===== config.mk =====
export PLATFORM = sky130hd
export DESIGN_NAME = vga_pattern_gen_flat
export DESIGN_NICKNAME = d
export VERILOG_FILES = /design/src/rtl/vga_pkg.sv /design/src/rtl/vga_if.sv /design/src/rtl/vga_timing.sv /design/src/rtl/vga_pattern_gen.sv /design/src/flat_wrapper.sv
export SDC_FILE = /design/constraint.sdc
export NUM_CORES = 1
export LEC_CHECK = 0
export CAP_MARGIN = 20
export CORE_MARGIN = 2
export CORE_UTILIZATION = 30
export CTS_CLUSTER_SIZE = 28
export DETAILED_ROUTE_END_ITERATION = 8
export GPL_TIMING_DRIVEN = 0
export HOLD_SLACK_MARGIN = 0.05
export PLACE_DENSITY = 0.44
export SYNTH_ARGS = -nofsm -noshare
export SYNTH_HDL_FRONTEND = slang
export SYNTH_SLANG_ARGS = --single-unit
export TNS_END_PERCENT = 1

===== constraint.sdc =====
create_clock -name pclk -period 5.6 [get_ports pclk]
set_input_delay 1.12 -clock pclk [delete_from_list [all_inputs] [get_ports pclk]]
set_output_delay 1.12 -clock pclk [all_outputs]
set_load 0.02 [all_outputs]

===== src/rtl/vga_pkg.sv =====
// vga_pkg: shared levels, colour constants and pattern codes for the VGA pattern source
package vga_pkg;

    localparam logic [7:0] BLACK_LVL = 8'd9;
    localparam logic [7:0] LVL_75    = 8'd192;
    localparam logic [7:0] LVL_100   = 8'd255;
    localparam logic [7:0] CHK_DARK  = 8'd64;

    localparam logic [7:0] IRE_LVL [11] = '{
        8'd0, 8'd26, 8'd51, 8'd77, 8'd102, 8'd128,
        8'd153, 8'd178, 8'd204, 8'd229, 8'd255
    };

    localparam logic [23:0] WHT_75 = {LVL_75, LVL_75, LVL_75};
    localparam logic [23:0] YEL_75 = {LVL_75, LVL_75, BLACK_LVL};
    localparam logic [23:0] CYN_75 = {BLACK_LVL, LVL_75, LVL_75};
    localparam logic [23:0] GRN_75 = {BLACK_LVL, LVL_75, BLACK_LVL};
    localparam logic [23:0] MAG_75 = {LVL_75, BLACK_LVL, LVL_75};
    localparam logic [23:0] RED_75 = {LVL_75, BLACK_LVL, BLACK_LVL};
    localparam logic [23:0] BLU_75 = {BLACK_LVL, BLACK_LVL, LVL_75};
    localparam logic [23:0] BLK_75 = {BLACK_LVL, BLACK_LVL, BLACK_LVL};

    localparam logic [23:0] RED_100 = {LVL_100, 8'd0, 8'd0};
    localparam logic [23:0] GRN_100 = {8'd0, LVL_100, 8'd0};
    localparam logic [23:0] BLU_100 = {8'd0, 8'd0, LVL_100};
    localparam logic [23:0] WHT_100 = {LVL_100, LVL_100, LVL_100};

    // bar order left to right
    localparam logic [23:0] BAR_RGB [8] = '{
        WHT_75, YEL_75, CYN_75, GRN_75, MAG_75, RED_75, BLU_75, BLK_75
    };

    localparam logic [3:0] PAT_IRE0  = 4'd0;
    localparam logic [3:0] PAT_IRE1  = 4'd1;
    localparam logic [3:0] PAT_IRE2  = 4'd2;
    localparam logic [3:0] PAT_IRE3  = 4'd3;
    localparam logic [3:0] PAT_IRE4  = 4'd4;
    localparam logic [3:0] PAT_IRE5  = 4'd5;
    localparam logic [3:0] PAT_IRE6  = 4'd6;
    localparam logic [3:0] PAT_IRE7  = 4'd7;
    localparam logic [3:0] PAT_IRE8  = 4'd8;
    localparam logic [3:0] PAT_IRE9  = 4'd9;
    localparam logic [3:0] PAT_IRE10 = 4'd10;
    localparam logic [3:0] PAT_RED   = 4'd11;
    localparam logic [3:0] PAT_GRN   = 4'd12;
    localparam logic [3:0] PAT_BLU   = 4'd13;
    localparam logic [3:0] PAT_BARS  = 4'd14;
    localparam logic [3:0] PAT_BOX   = 4'd15;

    function automatic logic [23:0] grey(input logic [7:0] lvl);
        return {lvl, lvl, lvl};
    endfunction

endpackage


===== src/rtl/vga_if.sv =====
// vga_if: pattern request in, sync/blank/DE/position/RGB out
interface vga_if #(parameter int CW = 12);

    logic [3:0]    patt_select;
    logic          hs;
    logic          vs;
    logic [7:0]    vga_r;
    logic [7:0]    vga_g;
    logic [7:0]    vga_b;
    logic          vga_de;
    logic          hblank;
    logic          vblank;
    logic          frame_start;
    logic [CW-1:0] h_pos;
    logic [CW-1:0] v_pos;

    modport master (
        input  patt_select,
        output hs, vs, vga_r, vga_g, vga_b, vga_de, hblank, vblank, frame_start, h_pos, v_pos
    );

    modport slave (
        output patt_select,
        input  hs, vs, vga_r, vga_g, vga_b, vga_de, hblank, vblank, frame_start, h_pos, v_pos
    );

endinterface


===== src/rtl/vga_timing.sv =====
// vga_timing: raster counters plus registered sync, blanking, DE and position
module vga_timing #(
    parameter int H      = 336,
    parameter int HFP    = 27,
    parameter int HS     = 10,
    parameter int HBP    = 55,
    parameter int V      = 240,
    parameter int VFP    = 5,
    parameter int VS     = 4,
    parameter int VBP    = 20,
    parameter bit HS_POL = 1'b0,
    parameter bit VS_POL = 1'b1,
    parameter int CW     = 12
) (
    input  logic          pclk,
    input  logic          reset_n,
    output logic [CW-1:0] h_cnt,
    output logic [CW-1:0] v_cnt,
    output logic          h_end,
    output logic          frame_end,
    output logic          active,
    output logic          hs,
    output logic          vs,
    output logic          hblank,
    output logic          vblank,
    output logic          de,
    output logic          frame_start,
    output logic [CW-1:0] h_pos,
    output logic [CW-1:0] v_pos
);

    localparam logic [CW-1:0] H_C   = CW'(H);
    localparam logic [CW-1:0] HS_B  = CW'(H + HFP);
    localparam logic [CW-1:0] HS_E  = CW'(H + HFP + HS);
    localparam logic [CW-1:0] H_MAX = CW'(H + HFP + HS + HBP - 1);
    localparam logic [CW-1:0] V_C   = CW'(V);
    localparam logic [CW-1:0] VS_B  = CW'(V + VFP);
    localparam logic [CW-1:0] VS_E  = CW'(V + VFP + VS);
    localparam logic [CW-1:0] V_MAX = CW'(V + VFP + VS + VBP - 1);

    if (H + HFP + HS + HBP >= 2 ** CW || V + VFP + VS + VBP >= 2 ** CW) begin : g_cw_chk
        $error("vga_timing: line or frame total does not fit in CW bits");
    end

    assign h_end     = h_cnt == H_MAX;
    assign frame_end = h_end && v_cnt == V_MAX;
    assign active    = h_cnt < H_C && v_cnt < V_C;

    // raster counters; v advances only on line wrap
    always_ff @(posedge pclk) begin
        if (!reset_n) begin
            h_cnt <= '0;
            v_cnt <= '0;
        end else begin
            h_cnt <= h_end ? '0 : h_cnt + 1'b1;
            if (h_end)
                v_cnt <= v_cnt == V_MAX ? '0 : v_cnt + 1'b1;
        end
    end

    // one-cycle registered view of the current counter position
    always_ff @(posedge pclk) begin
        if (!reset_n) begin
            hs          <= !HS_POL;
            vs          <= !VS_POL;
            hblank      <= 1'b1;
            vblank      <= 1'b1;
            de          <= 1'b0;
            frame_start <= 1'b0;
            h_pos       <= '0;
            v_pos       <= '0;
        end else begin
            hs          <= (h_cnt >= HS_B && h_cnt < HS_E) ? HS_POL : !HS_POL;
            vs          <= (v_cnt >= VS_B && v_cnt < VS_E) ? VS_POL : !VS_POL;
            hblank      <= h_cnt >= H_C;
            vblank      <= v_cnt >= V_C;
            de          <= active;
            frame_start <= h_cnt == '0 && v_cnt == '0;
            h_pos       <= h_cnt;
            v_pos       <= v_cnt;
        end
    end

endmodule


===== src/rtl/vga_pattern_gen.sv =====
// vga_pattern_gen: programmable VGA source with grey, primary, bar and bouncing-box patterns
module vga_pattern_gen
    import vga_pkg::*;
#(
    parameter int H         = 336,
    parameter int HFP       = 27,
    parameter int HS        = 10,
    parameter int HBP       = 55,
    parameter int V         = 240,
    parameter int VFP       = 5,
    parameter int VS        = 4,
    parameter int VBP       = 20,
    parameter bit HS_POL    = 1'b0,
    parameter bit VS_POL    = 1'b1,
    parameter int CW        = 12,
    parameter int CHK_SHIFT = 3,
    parameter int BOX_SIZE  = 16
) (
    input  logic  pclk,
    input  logic  reset_n,
    vga_if.master vid
);

    localparam logic [CW-1:0] H_C      = CW'(H);
    localparam logic [CW-1:0] V_C      = CW'(V);
    localparam logic [CW-1:0] BOX_C    = CW'(BOX_SIZE);
    localparam logic [CW-1:0] BAR_LAST = CW'(H / 8 - 1);

    if (H < 8 || BOX_SIZE >= H || BOX_SIZE >= V || CHK_SHIFT >= CW) begin : g_par_chk
        $error("vga_pattern_gen: H, BOX_SIZE or CHK_SHIFT out of range");
    end

    logic [CW-1:0] h_cnt;
    logic [CW-1:0] v_cnt;
    logic [CW-1:0] box_x;
    logic [CW-1:0] box_y;
    logic [CW-1:0] bar_sub;
    logic [3:0]    bar_idx;
    logic [3:0]    patt_q;
    logic          h_end;
    logic          frame_end;
    logic          active;
    logic          dx_pos;
    logic          dy_pos;
    logic          dx_nxt;
    logic          dy_nxt;
    logic          in_box;
    logic [23:0]   rgb;

    vga_timing #(
        .H(H), .HFP(HFP), .HS(HS), .HBP(HBP),
        .V(V), .VFP(VFP), .VS(VS), .VBP(VBP),
        .HS_POL(HS_POL), .VS_POL(VS_POL), .CW(CW)
    ) u_timing (
        .pclk        (pclk),
        .reset_n     (reset_n),
        .h_cnt       (h_cnt),
        .v_cnt       (v_cnt),
        .h_end       (h_end),
        .frame_end   (frame_end),
        .active      (active),
        .hs          (vid.hs),
        .vs          (vid.vs),
        .hblank      (vid.hblank),
        .vblank      (vid.vblank),
        .de          (vid.vga_de),
        .frame_start (vid.frame_start),
        .h_pos       (vid.h_pos),
        .v_pos       (vid.v_pos)
    );

    // the bounce decision is applied in the same update that moves the box
    assign dx_nxt = dx_pos ? (box_x + BOX_C < H_C) : (box_x == '0);
    assign dy_nxt = dy_pos ? (box_y + BOX_C < V_C) : (box_y == '0);
    assign in_box = h_cnt >= box_x && h_cnt < box_x + BOX_C
                 && v_cnt >= box_y && v_cnt < box_y + BOX_C;

    // pattern latch and box motion, only at the frame boundary so a frame never tears
    always_ff @(posedge pclk) begin
        if (!reset_n) begin
            patt_q <= PAT_IRE0;
            box_x  <= '0;
            box_y  <= '0;
            dx_pos <= 1'b1;
            dy_pos <= 1'b1;
        end else if (frame_end) begin
            patt_q <= vid.patt_select;
            dx_pos <= dx_nxt;
            dy_pos <= dy_nxt;
            box_x  <= dx_nxt ? box_x + 1'b1 : box_x - 1'b1;
            box_y  <= dy_nxt ? box_y + 1'b1 : box_y - 1'b1;
        end
    end

    // bar index tracks h_cnt; it saturates at 8, which marks the black tail past the last bar
    always_ff @(posedge pclk) begin
        if (!reset_n || h_end) begin
            bar_idx <= '0;
            bar_sub <= '0;
        end else if (bar_sub == BAR_LAST) begin
            bar_sub <= '0;
            bar_idx <= bar_idx + {3'b000, !bar_idx[3]};
        end else begin
            bar_sub <= bar_sub + 1'b1;
        end
    end

    // colour for the current counter position
    always_comb begin
        rgb = '0;
        case (patt_q)
            PAT_IRE0, PAT_IRE1, PAT_IRE2, PAT_IRE3, PAT_IRE4, PAT_IRE5,
            PAT_IRE6, PAT_IRE7, PAT_IRE8, PAT_IRE9, PAT_IRE10:
                rgb = grey(IRE_LVL[patt_q]);
            PAT_RED:  rgb = RED_100;
            PAT_GRN:  rgb = GRN_100;
            PAT_BLU:  rgb = BLU_100;
            PAT_BARS: rgb = bar_idx[3] ? BLK_75 : BAR_RGB[bar_idx[2:0]];
            PAT_BOX:  rgb = in_box ? WHT_100
                          : grey((h_cnt[CHK_SHIFT] ^ v_cnt[CHK_SHIFT]) ? CHK_DARK : LVL_75);
        endcase
    end

    // registered RGB, forced black outside the active area
    always_ff @(posedge pclk) begin
        if (!reset_n)
            {vid.vga_r, vid.vga_g, vid.vga_b} <= '0;
        else
            {vid.vga_r, vid.vga_g, vid.vga_b} <= active ? rgb : '0;
    end

endmodule


===== src/flat_wrapper.sv =====
// flat-port wrapper written by rule: the top's interface ports become plain ports
module vga_pattern_gen_flat import vga_pkg::*;
#(
    parameter int H         = 336,
    parameter int HFP       = 27,
    parameter int HS        = 10,
    parameter int HBP       = 55,
    parameter int V         = 240,
    parameter int VFP       = 5,
    parameter int VS        = 4,
    parameter int VBP       = 20,
    parameter bit HS_POL    = 1'b0,
    parameter bit VS_POL    = 1'b1,
    parameter int CW        = 12,
    parameter int CHK_SHIFT = 3,
    parameter int BOX_SIZE  = 16
)
  (pclk, reset_n, vid_patt_select, vid_hs, vid_vs, vid_vga_r, vid_vga_g, vid_vga_b, vid_vga_de, vid_hblank, vid_vblank, vid_frame_start, vid_h_pos, vid_v_pos);
  vga_if #(.CW(CW)) vid_i ();
  input  logic pclk;
  input  logic reset_n;
  input wire logic [$bits(vid_i.patt_select)-1:0] vid_patt_select;
  output wire logic [$bits(vid_i.hs)-1:0] vid_hs;
  output wire logic [$bits(vid_i.vs)-1:0] vid_vs;
  output wire logic [$bits(vid_i.vga_r)-1:0] vid_vga_r;
  output wire logic [$bits(vid_i.vga_g)-1:0] vid_vga_g;
  output wire logic [$bits(vid_i.vga_b)-1:0] vid_vga_b;
  output wire logic [$bits(vid_i.vga_de)-1:0] vid_vga_de;
  output wire logic [$bits(vid_i.hblank)-1:0] vid_hblank;
  output wire logic [$bits(vid_i.vblank)-1:0] vid_vblank;
  output wire logic [$bits(vid_i.frame_start)-1:0] vid_frame_start;
  output wire logic [$bits(vid_i.h_pos)-1:0] vid_h_pos;
  output wire logic [$bits(vid_i.v_pos)-1:0] vid_v_pos;
  assign vid_i.patt_select = vid_patt_select;
  assign vid_hs = vid_i.hs;
  assign vid_vs = vid_i.vs;
  assign vid_vga_r = vid_i.vga_r;
  assign vid_vga_g = vid_i.vga_g;
  assign vid_vga_b = vid_i.vga_b;
  assign vid_vga_de = vid_i.vga_de;
  assign vid_hblank = vid_i.hblank;
  assign vid_vblank = vid_i.vblank;
  assign vid_frame_start = vid_i.frame_start;
  assign vid_h_pos = vid_i.h_pos;
  assign vid_v_pos = vid_i.v_pos;
  vga_pattern_gen #(.H(H), .HFP(HFP), .HS(HS), .HBP(HBP), .V(V), .VFP(VFP), .VS(VS), .VBP(VBP), .HS_POL(HS_POL), .VS_POL(VS_POL), .CW(CW), .CHK_SHIFT(CHK_SHIFT), .BOX_SIZE(BOX_SIZE)) u_core (.pclk(pclk), .reset_n(reset_n), .vid(vid_i));
endmodule

* Word level (Yosys, flattened, before mapping)
Memory sizes are Yosys's and may differ from the RTL's.
Index checks and enable logic that the tools add are counted.
** Operators by class
- Bitwise gates (word level) :: 4
- Magnitude comparators :: 16
- Reduce and logical (&&, ||, !) cells :: 20
- Shift operators :: 0
- Multiplexer cells :: 15
- Div/mod/pow operators :: 0
- Add/subtract/negate cells :: 10
- Eq/ne operators :: 18
- Multiply operators :: 0
** Operators by type and width (count)
- 24-bit case mux with 6 select lines :: 1
- 24-bit two-way mux :: 4
- 12-bit by 1-bit adder with 12-bit output (second input constant) :: 5
- 12-bit zero test :: 4
- 12-bit by 8-bit less-than comparator with 1-bit output (second input constant) :: 3
- 12-bit by 9-bit less-than comparator with 1-bit output (second input constant) :: 3
- 12-bit two-way mux :: 3
- 4-bit equality test (second input constant) :: 8
- 12-bit by 5-bit adder with 12-bit output (second input constant) :: 2
- 12-bit by 9-bit equality test with 1-bit output (second input constant) :: 2
- 12-bit greater-or-equal comparator :: 2
- 12-bit by 8-bit greater-or-equal comparator with 1-bit output (second input constant) :: 2
- 12-bit by 9-bit greater-or-equal comparator with 1-bit output (second input constant) :: 2
- 12-bit less-than comparator :: 2
- 8-bit two-way mux :: 3
- 12-bit by 1-bit subtractor with 12-bit output (second input constant) :: 2
- 4-bit by 3-bit equality test with 1-bit output (second input constant) :: 4
- 12-bit by 6-bit equality test with 1-bit output (second input constant) :: 1
- 11-bit OR reduction :: 1
- 4-bit by 2-bit equality test with 1-bit output (second input constant) :: 2
- 1-bit logical AND :: 8
- 5-bit greater-or-equal comparator (second input constant) :: 1
- 4-bit inverter with 5-bit output :: 1
- 4-bit by 1-bit adder with 4-bit output :: 1
- other kinds (11) :: 16
** Storage, ports and cells
- Word-level logic and storage cells :: 105
- Latch bits :: 0
- Bits in registers :: 124
- Memories :: 2
- ROM bits :: 320
- RAM bits :: 0
- Output and inout port bits :: 54
** Memory list
- (no name shown) :: depth 8, width 24, read ports 1, clocked after Yosys merged registers in 0, wr ports 0, RTL line vga_pattern_gen.sv:118 : PAT_BARS: rgb = bar_idx[3] ? BLK_75 : BAR_RGB[bar_idx[2:0]];
- (no name shown) :: depth 16, width 8, read ports 1, clocked after Yosys merged registers in 0, wr ports 0, RTL line vga_pattern_gen.sv:114 : rgb = grey(IRE_LVL[patt_q]);

* Logic depth before layout (Yosys ltp)
Gate-level depths: netlist of run 1.
- Depth in word-level cells :: 7
- Gate-level depth with buffers :: 15

* By module
A second synthesis of run 1 with hierarchy kept.
** Second synthesis, totals
- Cell total of the unflattened synthesis :: 893
- Area, all modules :: 7420.9 um^2
** By module, submodules not included
- vga_pattern_gen :: seq. area each 1401.3 um^2, area each 5295.1 um^2, times used 1, cells each 654
- vga_timing :: seq. area each 1081.0 um^2, area each 2125.8 um^2, times used 1, cells each 239

* Least setup slack after synthesis of run 1
OpenSTA, ideal clock, no wires.
- Path type :: reg2reg
- Start point :: register u_core.box_x[4]
- End point :: register u_core.box_x[10]
- Data arrival time :: 3767 ps
- Path slack :: 1771 ps
- Data required time :: 5538 ps
- Stages on the path, launching flop included :: 16
- Setup time :: 62 ps
- Cell sequence :: dfxtp_1 -> ha_1 -> nand3_1 -> nor3_1 -> nand4_1 -> o311a_1 -> o31ai_1 -> inv_1 -> ha_1 -> nor2b_1 -> o21a_1 -> o21ai_0 -> a21oi_1 -> a221oi_1 -> or4b_2 -> nand3_1
** Between the ends
- Word-level cells in the longest chain between the ends :: 4
- Elaborated cells on any way between the ends :: 7
- Those cells by class :: add/sub (3); order compare (1); mux (2); reduce/logical (1)
** Ends and longest elaborated chain
- start, declared :: RTL line vga_pattern_gen.sv:35 : logic [CW-1:0] box_x;
- start signal, assigned :: RTL line vga_pattern_gen.sv:90 : box_x <= dx_nxt ? box_x + 1'b1 : box_x - 1'b1;
- 12-bit by 5-bit adder with 12-bit output :: RTL line vga_pattern_gen.sv:73 : assign dx_nxt = dx_pos ? (box_x + BOX_C < H_C) : (box_x == '0);
- 12-bit by 9-bit less-than comparator with 1-bit output :: RTL line vga_pattern_gen.sv:73
- 1-bit two-way mux (*) :: RTL line vga_pattern_gen.sv:73
- via u_core.dx_nxt :: RTL line vga_pattern_gen.sv:45 : logic dx_nxt;
- 12-bit two-way mux (*) :: RTL line vga_pattern_gen.sv:90
Mark *: on every way through the listed nets, which the timed path passes. The rest lies on a longest branch.
A chain may end at the register's enable or synchronous reset.

* Worst setup path in the final report of run 1
- Start point :: register u_core.box_x[5]
- End point :: register u_core.box_x[11]
The elaborated chain is that of the path after synthesis.

==> impl_metrics.toml, run 1 <==
[run_status]
status = "finished, final reports clean"

[synthesis]
syn_nets = 933
netlist_area_um2 = 7170
synth-simple-area-share = 0.226
synthCells = 845
synth_fa_ha_area_frac = 0.145
async_flop_share = 0
synth_compound_area_frac = 0.163
synth-edff-count = 0
ys.flop_type = "dfxtp_1"
synth-xor-area-share = 0.0684
ys_seq_area_frac = 0.346
yosys-top-cells-area = "dfxtp_1, ha_1, xnor2_1"
post-synth-top-area-cell = "dfxtp_1"
yosys_warnings = 0
synth.distinct_cells = 56
yosysTopAreaCellShare = 0.346
synth_top_family_by_area = "simple AND/OR/NAND/NOR gates"
syn_area_per_cell_um2 = 8.49
ys_ff_latch = 124
synth_mux_area_frac = 0.00419

[clocking]
clock-root-buffer = "clkbuf_16"
cts.sinks = 124
cts_max_path_buffers = 2
cts-buffers-inserted = 17
ctsHoldBuffers = 0
cts_tree = "built"
clkTransAtPathRegs_ps = 60
cts-resized-gates = 0
clk_latency_ps = 420
postCtsSetupRepairBufs = 0
htree_levels = 4

[global_routing]
met3_usage = 0.0248
grt_pass1_wl_mm = 32.9
grt_pass1_vias = 6109
grt_antenna_before_repair = 0
use_met1 = 0.239
grt_max_degree = 17
overflow = 0
grt_use_met2 = 0.262
grtUsageTotal = 0.169
busiest_layer = "met2"

[floorplan]
core_area_um2 = 23500
die_w_um = 159
rows = 56
die_h_um = 159
initial_core_util = 0.305
io_pins = 60
dieArea_um2 = 25200

[drt]
route.vias.total = 6125
post_drt_via_cell_ratio = 4.87
drt_wl_total_mm = 20.2
postRouteAntennaNets = 0
drt_iter0_markers = 248
drt_first_pass_iters = 4
wl_per_cell_um = 16.1
drcViolationCount = 0

[critical_path]
worstReg2RegStart = "u_core.box_x[5]$_SDFFE_PN0P_"
r2r_slack_ps = 910
cp.required_ps = 5940
worstReg2RegEnd = "u_core.box_x[11]$_SDFFE_PN0P_"
crit_slowest_cell = "o31ai_1"
rr_worst_depth = 15
endpoint_kind = "flip-flop"
critPathMaxStageDelay_ps = 530
crit_path_max_fanout = 11
cp.arrival_ps = 5040
startpoint = "u_core.box_x[5]$_SDFFE_PN0P_"
critPathKind = "flip-flop to flip-flop"
crit_chain = "ha_1 -> nand3_1 -> nor3_1 -> nand4_1 -> o311a_1 -> o31ai_1 -> inv_1 -> ha_1 -> a211oi_1 -> o21ai_0 -> o311ai_0 -> nor3_1 -> or3_1 -> mux2i_1 -> mux2i_1"
start_kind = "flip-flop"

[layout]
drive_above_1_share = 0.0544
layout.nets = 1013
fillers = 2469
n_antenna_cell = 0
area_delta_synth_final_pct = 22.0
final_common_cell = "dfxtp_1"
final_cell_mix = "dfxtp_1, ha_1, nand2_1"

[power]
powerDensity_nw_per_um2 = 234
p_leak_nw = 3.38
irDropWorstVdd_v = 0.000174
power_mw = 2.04

[placement]
io_buffer_count = 59
dp_hpwl_mm = 15.3
dp_slack_ps = 949
gp_congestion = 0.833

[sta]
finalCritPeriodShare = 0.838
fin_ws_ps = 908
setup_violations = 0
rsz0062_at_grt = "false"
finClkSkew_ps = 11.8
worst_pin_slew_ps = 735
finalSetupTns_ps = 0
finalMaxSlewViolations = 0
maxSlewHeadroom = 0.510
fmax_mhz = 213
finalHoldViolations = 0
period_needed_ps = 4690

[worst_hold_path]
hold_path.class = "flip-flop to flip-flop"
min_to = "u_core.bar_sub[0]$_SDFF_PP0_"
holdPathStages = 1
min_from = "u_core.bar_sub[0]$_SDFF_PP0_"

[flow_run]
drv_cap = 0
[metrics by stage]
stage	area, µm²	utilization	cells	hold WS, ps
after global routing	8750	0.373	1257	496
after CTS	8750	0.373	1257	477
after global placement	8160	0.348	1223	449
after detailed placement	8170	0.348	1225	465
after floorplan	7170	-	845	430
final	8750	0.373	1257	483
[flip-flops by register name (all words and copies together) (netlist names), 8 cells and up]
register	cells
u_core.u_timing.h_cnt	12
u_core.u_timing.v_pos	12
u_core.u_timing.v_cnt	12
u_core.box_y	12
u_core.bar_sub	12
u_core.u_timing.h_pos	12
u_core.vid.vga_b	8
u_core.vid.vga_r	8
u_core.box_x	12
u_core.vid.vga_g	8
[where the power goes]
| part | switching (mW) | leakage [nW] | internal [mW] | total, mW |
|---|---|---|---|---|
| registers | 0.00597 | 1.00 | 0.889 | 0.895 |
| clock network | 0.462 | 0.276 | 0.626 | 1.09 |
| logic | 0.0388 | 2.10 | 0.0226 | 0.0614 |
| total | 0.507 | 3.38 | 1.54 | 2.04 |
[how the worst max path moves through the flow]
stage	end	slack, ps
final	u_core.box_x[11]$_SDFFE_PN0P_	910
after global routing	u_core.box_x[11]$_SDFFE_PN0P_	540
after CTS	u_core.box_x[11]$_SDFFE_PN0P_	920
after detailed placement	u_core.box_x[11]$_SDFFE_PN0P_	950
after global placement	u_core.box_x[11]$_SDFFE_PN0P_	910
after floorplan	u_core.box_x[10]$_SDFFE_PN0P_	1770
[cells in the mapped netlist (all sizes together), types with 3 or more instances]
library cell / count
ha: 80
or4b: 6
nand2: 70
buf: 6
o21a: 8
nor2: 59
o2111ai: 3
a2111oi: 4
mux2i: 3
a21boi: 10
nand2b: 9
clkbuf: 31
nand3: 30
and2: 40
xnor2: 36
nor2b: 8
nand4: 25
nor3: 20
a31oi: 23
nor4: 11
or2: 3
or3: 7
o21ai: 54
a211oi: 5
a21o: 7
a21oi: 39
o211ai: 5
dfxtp: 124
o31ai: 6
nand3b: 4
and3: 14
xor2: 20
inv: 48
nor4b: 3
nor3b: 3
[cell type report]
cell class | count | area, µm² | share of cell area
Multi-Input combinational cell | 636 | 4350 | 0.497
Sequential cell | 124 | 2480 | 0.284
Timing Repair Buffer | 61 | 601 | 0.0687
Clock buffer | 17 | 425 | 0.0486
Tap cell | 319 | 399 | 0.0456
Inverter | 48 | 180 | 0.0206
Buffer | 37 | 158 | 0.0180
Clock inverter | 15 | 150 | 0.0172
[cells by family (layout without fill, tap and decap cells)]
kind of cell	count (synthesis)	after routing
compound gates	182	182
xor+xnor	56	56
fa+ha+maj	82	82
buf+inv	85	178
flops	124	124
mux	3	3
simple gates	313	313
[metal layers]
metal  vias to the layer above  routed length, µm
li1                       3154                  -
met1                      2863              10300
met2                        90               8960
met3                        18                639
met4                         0                286
met5                         -                  0
[worst max-delay path: cells and delay by family (launching register included)]
family / cells / cell delay (ps)
AO/OA/AOI/OAI: 5 / 1310
AND/OR/NAND/NOR: 5 / 1250
buffers and inverters: 1 / 400
multiplexers: 2 / 440
flip-flops: 1 / 490
adder cells (fa/ha/maj): 2 / 710
No activity file was read; power rests on OpenSTA's default activity.
==> inputs of run 2 (changes only) <==
--- a/config.mk
+++ b/config.mk
@@ -12,7 +12,7 @@
 export DETAILED_ROUTE_END_ITERATION = 8
 export GPL_TIMING_DRIVEN = 0
 export HOLD_SLACK_MARGIN = 0.05
-export PLACE_DENSITY = 0.44
+export PLACE_DENSITY = 0.45
 export SYNTH_ARGS = -nofsm -noshare
 export SYNTH_HDL_FRONTEND = slang
 export SYNTH_SLANG_ARGS = --single-unit
==> constraint.sdc (replaced) <==
create_clock -name pclk -period 3.9 [get_ports pclk]
set_input_delay 0.78 -clock pclk [delete_from_list [all_inputs] [get_ports pclk]]
set_output_delay 0.78 -clock pclk [all_outputs]
set_load 0.02 [all_outputs]
==> run 2 against run 1 <==
Critical path type unchanged. Combinational power is 43% higher. Sequential share of layout area down 0.46 points. Critical path depth did not move. Core utilization up 0.80 points. Clock-buffer cell count unchanged. Total power rose by 51%. Global-route usage about the same. Via count rose by 0.23%. Critical endpoint is now u_core.box_x[10]$_SDFFE_PN0P_. Clock skew is 2.1 ps lower.
==> impl_metrics.toml, run 2 (synthesis gave the netlist of run 1 again) <==
[critical_path]
cp.required_ps = 4260
r2r_slack_ps = 170
start_kind = "flip-flop"
worstReg2RegEnd = "u_core.box_x[10]$_SDFFE_PN0P_"
worstReg2RegStart = "u_core.box_x[4]$_SDFFE_PN0P_"
critPathKind = "flip-flop to flip-flop"
rr_worst_depth = 15
endpoint_kind = "flip-flop"
cp.arrival_ps = 4090
crit_path_max_fanout = 11

[placement]
placed_area_um2 = 8170
place_inst = 1224
dp_hpwl_mm = 15.3
io_buffer_count = 59
gp_congestion = 0.791

[layout]
area_delta_synth_final_pct = 24.6
final_common_cell = "dfxtp_1"
postLayoutCoreUtil = 0.381
fillers = 2478
multi_input_area_um2 = 4440
regArea_um2 = 2490
postLayoutCellArea_um2 = 8930
layout.nets = 1016
drive_above_1_share = 0.0765
fin_cells = 1261
final_cell_mix = "dfxtp_1, ha_1, nand2_1"

[floorplan]
die_h_um = 159
io_pins = 60
die_w_um = 159
rows = 56
core_area_um2 = 23500
dieArea_um2 = 25200
initial_core_util = 0.305

[clocking]
htree_levels = 4
cts-buffers-inserted = 17
cts_tree = "built"
clk_latency_ps = 430
clock-root-buffer = "clkbuf_16"
cts.sinks = 124
cts_max_path_buffers = 2
clkTransAtPathRegs_ps = 70

[sta]
worst_pin_slew_ps = 701
fmax_mhz = 268
whs_ps = 469
finalMaxSlewViolations = 0
finClkSkew_ps = 9.71
setup_violations = 0
period_needed_ps = 3730
finalHoldViolations = 0
maxSlewHeadroom = 0.533
rsz0062_at_grt = "true"
finalCritPeriodShare = 0.956

[global_routing]
grt_max_degree = 17
grt_antenna_before_repair = 0
overflow = 0
grtUsageTotal = 0.169
grt_pass1_vias = 6143
grt_pass1_wl_mm = 32.9

[power]
powerDensity_nw_per_um2 = 344
irDropWorstVdd_v = 0.000223
p_leak_nw = 3.44

[drt]
top_layer_used = "met4"
drt_wl_total_mm = 20.1
post_drt_via_cell_ratio = 4.87
drcViolationCount = 0
drt_first_pass_iters = 4
postRouteAntennaNets = 0
wl_met3_um = 574
route.vias.total = 6139
drt_iter0_markers = 275
route.met2.wl_mm = 8.95
wl_per_cell_um = 16.0
met1_length_mm = 10.3

[flow_run]
drv_cap = 0

[worst_hold_path]
holdPathStages = 1
hold_path.class = "flip-flop to flip-flop"
min_from = "u_core.bar_sub[0]$_SDFF_PP0_"
min_to = "u_core.bar_sub[0]$_SDFF_PP0_"

[run_status]
status = "finished, final reports clean"
run 2: cell types whose count changed in the layout (fill, tap and decap cells not counted), sizes merged:
cell,previous run,this run
buf,8,10
bufinv,1,3
clkbuf,48,49
clkinv,2,1
clkinvlp,3,2
diode,0,1
run 2: critical path: stages, from the launching register on:
cell      delay [ps]
dfxtp_4          410
ha_4             180
nand3_2          140
nor3_4           260
nand4_1          120
o311a_1          180
o31ai_4          350
inv_4            150
ha_4             310
nor2b_1          140
o21a_1           130
o21ai_0          140
a21oi_1          280
a221oi_1         140
or4b_2           640
nand3_1           80
run 2: where the power goes:
group | internal (mW) | total, mW | switching, mW | leakage (nW)
combinational | 0.0323 | 0.0876 | 0.0552 | 2.13
clock | 1.03 | 1.71 | 0.678 | 0.300
sequential | 1.27 | 1.28 | 0.00800 | 1.01
total | 2.34 | 3.08 | 0.741 | 3.44
run 2: worst max-delay path by stage:
stage | from | end | slack (ps) | depth (start not counted)
final | u_core.box_x[4]$_SDFFE_PN0P_ | u_core.box_x[10]$_SDFFE_PN0P_ | 170 | 15
after global routing | u_core.box_x[4]$_SDFFE_PN0P_ | u_core.box_x[10]$_SDFFE_PN0P_ | -20 | 15
after CTS | u_core.box_y[6]$_SDFFE_PN0P_ | u_core.box_y[10]$_SDFFE_PN0P_ | 5 | 14
after detailed placement | u_core.box_x[4]$_SDFFE_PN0P_ | u_core.box_x[11]$_SDFFE_PN0P_ | -710 | 15
after global placement | u_core.box_x[4]$_SDFFE_PN0P_ | u_core.box_x[11]$_SDFFE_PN0P_ | -750 | 15
after floorplan | u_core.box_x[4]$_SDFFE_PN0P_ | u_core.box_x[10]$_SDFFE_PN0P_ | 70 | 15
run 2: area by class of cell:
| cell class | instances | area share |
|---|---|---|
| antenna | 1 | 0.000280 |
| buffer | 37 | 0.0181 |
| inverter | 48 | 0.0207 |
| sequential | 124 | 0.279 |
| multi-input combinational | 636 | 0.497 |
| clock inverter | 15 | 0.0221 |
| timing repair buffer | 64 | 0.0700 |
| tap | 319 | 0.0447 |
| clock buffer | 17 | 0.0476 |
run 2: metal layers:
metal,up-vias,global-route usage
li1,3178,-
met1,2868,0.236
met2,77,0.267
met3,16,0.0283
met4,0,0.0498
met5,-,0
run 2: timing repair:
action                                  4_1_cts  5_1_grt
pin swaps                                     0        6
resized for setup                            12       17
endpoints found under the setup margin       13       10
setup buffers                                 0        3
hold buffers                                  0        0
run 2: through the flow:
stage	TNS, ps	setup slack, ps	power [mW]
2_1_floorplan	0	71.2	1.36
3_3_place_gp	-4650	-745	1.40
3_5_place_dp	-4210	-711	1.40
4_1_cts	0	5.46	3.12
5_1_grt	-22.6	-18.3	3.18
6_report	0	172	3.08
